[src/rtl/matrix_scan_capture.sv]
// Captures an externally scanned 8x8 key/LED matrix into a 64-bit frame register.
// Rows must arrive in order 0..7, each held long enough to settle, to form a frame.
module matrix_scan_capture #(
   parameter int unsigned SETTLE = 4,
   parameter bit          INVERT = 1'b0
) (
   input  logic        i_sys_clock,
   input  logic        i_sys_reset,
   input  logic [2:0]  i_row,
   input  logic [7:0]  i_col,
   output logic [63:0] o_frame,
   output logic        o_frame_valid,
   input  logic        i_frame_ready,
   output logic [15:0] o_frame_count,
   output logic        o_seq_error,
   output logic        o_overrun
);

   typedef enum logic [0:0] {StHunt, StAccum} state_e;

   localparam logic [7:0] SettleMax  = 8'(SETTLE);
   localparam logic [7:0] SettleLast = 8'(SETTLE - 1);

   logic [2:0]  r_row_s1, r_row_s2, r_row_prev;
   logic [7:0]  r_col_s1, r_col_s2;
   logic [7:0]  r_settle;
   logic [63:0] r_shadow;
   logic [63:0] r_frame;
   logic        r_frame_valid;
   logic [15:0] r_frame_count;
   logic        r_seq_error;
   logic        r_overrun;
   logic [2:0]  r_expected;
   state_e      r_state;

   logic        w_row_changed;
   logic        w_sample;
   logic [7:0]  w_data;
   logic        w_store;
   logic        w_complete;
   logic        w_seq_err;
   logic        w_load;
   logic [2:0]  w_expected_d;
   state_e      w_state_d;

   assign w_row_changed = (r_row_s2 != r_row_prev);
   // Counter saturates at SETTLE, so the SETTLE-1 value is seen once per dwell.
   assign w_sample      = !w_row_changed && (r_settle == SettleLast);
   assign w_data        = r_col_s2 ^ {8{INVERT}};
   assign w_load        = w_complete && (!r_frame_valid || i_frame_ready);

   always_comb begin
      w_state_d    = r_state;
      w_expected_d = r_expected;
      w_store      = 1'b0;
      w_complete   = 1'b0;
      w_seq_err    = 1'b0;
      if (w_sample) begin
         unique case (r_state)
            StHunt: begin
               if (r_row_s2 == 3'd0) begin
                  w_store      = 1'b1;
                  w_expected_d = 3'd1;
                  w_state_d    = StAccum;
               end
            end
            StAccum: begin
               if (r_row_s2 == r_expected) begin
                  w_store = 1'b1;
                  if (r_row_s2 == 3'd7) begin
                     w_complete   = 1'b1;
                     w_expected_d = 3'd0;
                     w_state_d    = StHunt;
                  end else begin
                     w_expected_d = r_expected + 3'd1;
                  end
               end else begin
                  w_seq_err = 1'b1;
                  if (r_row_s2 == 3'd0) begin
                     w_store      = 1'b1;
                     w_expected_d = 3'd1;
                     w_state_d    = StAccum;
                  end else begin
                     w_expected_d = 3'd0;
                     w_state_d    = StHunt;
                  end
               end
            end
            default: begin
               w_expected_d = 3'd0;
               w_state_d    = StHunt;
            end
         endcase
      end
   end

   always_ff @(posedge i_sys_clock) begin
      if (i_sys_reset) begin
         r_row_s1      <= '0;
         r_row_s2      <= '0;
         r_row_prev    <= '0;
         r_col_s1      <= '0;
         r_col_s2      <= '0;
         r_settle      <= '0;
         r_shadow      <= '0;
         r_frame       <= '0;
         r_frame_valid <= 1'b0;
         r_frame_count <= '0;
         r_seq_error   <= 1'b0;
         r_overrun     <= 1'b0;
         r_expected    <= '0;
         r_state       <= StHunt;
      end else begin
         r_row_s1   <= i_row;
         r_row_s2   <= r_row_s1;
         r_col_s1   <= i_col;
         r_col_s2   <= r_col_s1;
         r_row_prev <= r_row_s2;
         if (w_row_changed) begin
            r_settle <= '0;
         end else if (r_settle != SettleMax) begin
            r_settle <= r_settle + 8'd1;
         end
         if (w_store) begin
            r_shadow[{r_row_s2, 3'b000} +: 8] <= w_data;
         end
         // Row 7 is merged in directly so the frame lands one cycle after its sample.
         if (w_load) begin
            r_frame       <= {w_data, r_shadow[55:0]};
            r_frame_valid <= 1'b1;
            r_frame_count <= r_frame_count + 16'd1;
         end else if (r_frame_valid && i_frame_ready) begin
            r_frame_valid <= 1'b0;
         end
         r_seq_error <= w_seq_err;
         r_overrun   <= w_complete && r_frame_valid && !i_frame_ready;
         r_expected  <= w_expected_d;
         r_state     <= w_state_d;
      end
   end

   assign o_frame       = r_frame;
   assign o_frame_valid = r_frame_valid;
   assign o_frame_count = r_frame_count;
   assign o_seq_error   = r_seq_error;
   assign o_overrun     = r_overrun;

endmodule

[config.mk]
export PLATFORM = sky130hd
export DESIGN_NAME = matrix_scan_capture
export DESIGN_NICKNAME = d
export VERILOG_FILES = /design/src/rtl/matrix_scan_capture.sv
export SDC_FILE = /design/constraint.sdc
export NUM_CORES = 1
export LEC_CHECK = 0
export CAP_MARGIN = 10
export CORE_MARGIN = 3
export CORE_UTILIZATION = 35
export CTS_CLUSTER_SIZE = 12
export DETAILED_ROUTE_END_ITERATION = 10
export PLACE_DENSITY = 0.59
export SYNTH_ARGS = -nofsm -noshare
export SYNTH_HDL_FRONTEND = slang
export SYNTH_SLANG_ARGS = --single-unit
export TNS_END_PERCENT = 1
[constraint.sdc]
create_clock -name i_sys_clock -period 3.3 [get_ports i_sys_clock]
set_input_delay 0.33 -clock i_sys_clock [delete_from_list [all_inputs] [get_ports i_sys_clock]]
set_output_delay 0.33 -clock i_sys_clock [all_outputs]
set_load 0.02 [all_outputs]
**Yosys cells after proc, flatten, opt, wreduce, memory -nomap -nowiden**

Index checks and enable logic that the tools add are counted.

- Flip-flop bits (word level): 184
- Output and inout bits: 83
- Input bits: 14

- Reductions and logical operators: 14
- Muxes and demuxes: 20
- Equality and inequality tests: 6
- Shifts and indexed selects: 2
- Bitwise gates (word level): 2
- Add/sub/neg operators: 4

Operators by type and width:

| operator | count |
|---|---|
| bitwise mux 64 bit | 1 |
| variable shift 8 x 8 -> 64 bit (first input constant) | 1 |
| variable part select 8 x 8 -> 64 bit | 1 |
| adder 16 x 1 -> 16 bit (second input constant) | 1 |
| two-way mux 1 bit | 13 |
| two-way mux 3 bit | 3 |
| adder 8 x 1 -> 8 bit (second input constant) | 1 |
| == test 8 x 2 -> 1 bit (second input constant) | 1 |
| inequality test 8 x 3 -> 1 bit (second input constant) | 1 |
| negation 6 -> 8 bit | 1 |
| one-hot mux 3 bit (2 select lines) | 1 |
| logical AND 1 bit | 5 |
| one-hot mux 1 bit (2 select lines) | 2 |
| adder 3 x 1 -> 3 bit (second input constant) | 1 |
| == test 3 bit | 1 |
| == test 3 bit (second input constant) | 1 |
| zero test 1 bit | 3 |
| zero test 3 bit | 1 |
| inequality test 3 bit | 1 |
| OR reduction 3 bit | 1 |
| inequality test 2 bit (second input constant) | 1 |
| inverter 1 bit | 2 |
| AND reduction 2 bit | 1 |
| nonzero test 2 bit | 1 |
| other kinds (2) | 2 |

**Logic depth before layout (Yosys ltp)**

- Depth after elaboration: 7
- Mapped depth: 9

**Worst setup path after synthesis**

OpenSTA, ideal clock, no wires.

- Path kind: reg-to-reg
- Start point: register r_row_s2[0]
- End point: register r_shadow[26]
- Setup slack: 1.175 ns
- Required time: 3.179 ns
- Data arrival time: 2.004 ns
- Stages on the path, launching flop included: 9
- Period minus slack after synthesis: 2.125 ns
- Cell sequence: dfxtp_1 -> inv_1 -> ha_1 -> ha_1 -> clkbuf_1 -> inv_1 -> a31oi_4 -> nand3_4 -> mux2_2

- Cells in the longest elaborated chain, start to end: 5
- Elaborated cells between the ends (all ways): 13
- Those cells by class: 1 x add/sub; 2 x eq/ne; 2 x shift; 5 x mux; 3 x reduce/logical

RTL lines:

| element | RTL line | source |
|---|---|---|
| start, declared | 24 | `logic [2:0] r_row_s1, r_row_s2, r_row_prev;` |
| start signal, assigned | 115 | `r_row_s2 <= r_row_s1;` |
| parallel branches: the longest is 5 deep, another holds negation 6 -> 8 bit | -- |  |
| end signal, assigned by index | 125 | `r_shadow[{r_row_s2, 3'b000} +: 8] <= w_data;` |
| end, declared | 27 | `logic [63:0] r_shadow;` |

Parallel ways; which one is timed is not known.
A chain may end at the register's enable or synchronous reset.

**Worst setup path in the final report**

- Start point: register r_row_s2[0]
- End point: register r_shadow[11]

Same word-level chain as after synthesis.

==> key figures <==
Logic synthesis
  – Library cells used by synthesis: 44
  – Post-synth EDFFs: 0
  – #FFs+latches synth: 176
  – Synth Instances: 754
  – Mapped Area: 0.00690 mm²
  – Sequential share of the synthesized area: 51.1%
  – Post-synthesis async set-or-reset flop share: 0%
  – Ys Warns: 0
  – Mapped Nets: 776
  – Syn Area/Cell: 9.15 µm²
  – Post-synth top flop: dfxtp_1

Placement
  – GPL Wtd Cong: 0.812
  – Setup WS pre-CTS: 0.832 ns
  – IO buf count: 96
  – HPWL Detailed: 10200 µm

Floorplanning
  – Num ports: 97
  – Starting Density: 36.3%
  – Die W: 146 µm
  – Core Area: 0.0190 mm²
  – Die H: 146 µm
  – Row cnt: 50
  – Die area: 0.0214 mm²

GRT
  – Number of global-route vias before repair: 4933
  – Largest net degree at the start of global routing: 81
  – Gr ovfl total: 0
  – Antenna violations before repair: 0
  – GRT Total Usage: 14.5%
  – First-pass GRT wire length: 25500 µm

Detailed routing
  – Remaining DRCs: 0
  – Via-per-instance ratio: 4.73
  – Detailed Route Iter0 Violations: 299
  – Via count: 5241
  – Final WL: 15500 µm
  – Detail Route Antenna Nets: 0
  – Drt pass-1 iters: 5
  – Avg WL per Cell: 14.0 µm

STA
  – Max_slew headroom: 55.8%
  – Worst-margin pin slew: 0.657 ns
  – Final worst path period need: 2.50 ns
  – Hold Vio Cnt, Final: 0
  – RSZ-0062 raised after global routing: false
  – Final WS setup: 0.801 ns
  – Final setup TNS: 0 ns
  – Layout Skew: 0.0111 ns
  – Setup violators final: 0
  – Max-slew violation count: 0
  – Fin crit share: 75.7%
  – WHS: 0.395 ns
  – Max Fclk: 400 MHz

Pwr
  – Post-layout power: 4.27 mW
  – P_leak: 3.20 nW
  – Power per cell area: 494 mW/mm²
  – Peak supply drop: 0.000334 V

Finish
  – ANT cells: 0
  – P&R area growth vs syn: 25.4%
  – Core Util, Final: 45.5%
  – Share of layout cells above drive strength 1: 7.07%
  – Fill count: 1934
  – Net count, final: 858

Setup path
  – CP endpoint kind: register
  – Req. time, crit path: 3.65 ns
  – Startpoint Class: register
  – CP Cell Sequence: inv_1, ha_1, ha_1, inv_1, a31oi_4, and3_1, mux2i_1
  – Top Family by Delay on Critical Path: adder cells
  – Max incr delay on CP: 0.54 ns
  – Arrival time worst endpoint: 2.85 ns
  – Slowest-stage cell, CP: and3_1
  – CP bufs+invs: 2
  – CP Max Fanout: 10
  – Kind of critical path: reg2reg

Clock network
  – Post_cts resized: 0
  – Hold bufs inserted after CTS: 0
  – Clock transition at path regs: 0.07 ns
  – H-tree lvl count: 4
  – CTS Buffer Depth: 2
  – Total CTS buffers: 17
  – Post-CTS setup buffers: 0
  – Clock sinks: 176
  – Skew-Pair Late Insertion Delay: 0.43 ns
  – CTS tree: yes
  – CTS Root Cell: clkbuf_16

Outcome
  – Status: finished, final reports clean

Min path
  – Min-Delay Path Class: in2reg

Flow run
  – Max Cap Viol: 0
==> final timing paths <==
path / depth (start not counted) / from / end / slack [ns]
max: 7 / r_row_s2[0]$_SDFF_PP0_ / r_shadow[11]$_SDFFE_PP0P_ / 0.80
min: 2 / i_sys_reset / r_row_prev[0]$_SDFF_PP0_ / 0.39
max reg2reg: 7 / r_row_s2[0]$_SDFF_PP0_ / r_shadow[11]$_SDFFE_PP0P_ / 0.80
min reg2reg: 1 / r_row_s1[0]$_SDFF_PP0_ / r_row_s2[0]$_SDFF_PP0_ / 0.43
==> power by group <==
| part | internal [mW] | leakage (nW) | switching, mW |
|---|---|---|---|
| Combinational | 0.0584 | 1.51 | 0.0917 |
| Sequential | 2.14 | 1.42 | 0.0113 |
| Clock | 1.07 | 0.271 | 0.904 |
==> area by class of cell <==
class | count | area (µm²) | share of cell area, %
Clock buffer | 18 | 429 | 4.96
Tap cell | 260 | 325 | 3.76
Multi-Input combinational cell | 526 | 3150 | 36.4
Clock inverter | 14 | 149 | 1.72
Timing Repair Buffer | 104 | 1030 | 11.9
Inverter | 11 | 41.3 | 0.477
Sequential cell | 176 | 3520 | 40.7
==> logic make-up (layout without fill, tap and decap cells) <==
family	Yosys count	count (layout)	share of synthesized area, %
buf+inv	52	147	3.28
mux	57	57	8.34
simple gates	344	344	26.1
flops	176	176	51.1
compound gates	104	104	8.03
xor+xnor	13	13	1.76
fa+ha+maj	8	8	1.45
==> cells in the final DEF (no fill, tap or decap), types with 13 or more instances in the layout <==
cell / n
nor2b_1: 29
clkbuf_16: 17
nand2_1: 145
o21ai_0: 16
nand3_1: 13
a21oi_1: 82
dfxtp_1: 176
mux2i_1: 53
clkdlybuf4s50_1: 95
nor2_1: 26
nand2b_1: 65
==> Yosys cell counts (5+ instances only) <==
library cell / number / share of area [%]
a21oi_1: 82 / 5.9
inv_1: 11 / 0.60
ha_1: 8 / 1.5
or3_1: 8 / 0.73
buf_1: 5 / 0.27
and3_1: 9 / 0.82
xor2_1: 5 / 0.63
nand3_1: 13 / 0.94
clkbuf_1: 24 / 1.3
buf_2: 7 / 0.51
mux2i_1: 53 / 7.7
dfxtp_1: 176 / 51
nor2_1: 26 / 1.4
nor3_1: 11 / 0.80
nand2b_1: 65 / 5.9
nand4_1: 9 / 0.82
nand2_1: 145 / 7.9
o21ai_0: 16 / 1.2
nor2b_1: 29 / 2.6
xnor2_1: 7 / 0.89
and4_1: 5 / 0.63
==> registers in the layout, indices dropped and copies added (netlist names), 3 cells and up <==
name           count
o_frame           64
r_expected         3
r_row_s1           3
r_shadow          56
r_row_prev         3
r_settle           8
r_col_s2           8
r_row_s2           3
r_col_s1           8
o_frame_count     16
==> per-stage QoR <==
step,cells,cell area (µm²)
after floorplan,754,6900
after CTS,1109,8650
after global routing,1109,8650
after global placement,1077,8070
after detailed placement,1077,8070
final,1109,8650
==> routing by layer <==
layer  up-vias  share of wire (%)  track usage, %
met1      2443                 52            20.6
met4         0               0.94            3.25
met5         -                  0               0
met3        10                4.1            4.28
met2       105                 43            21.9
li1       2683                  -               -
No activity file was read; power rests on OpenSTA's default activity.
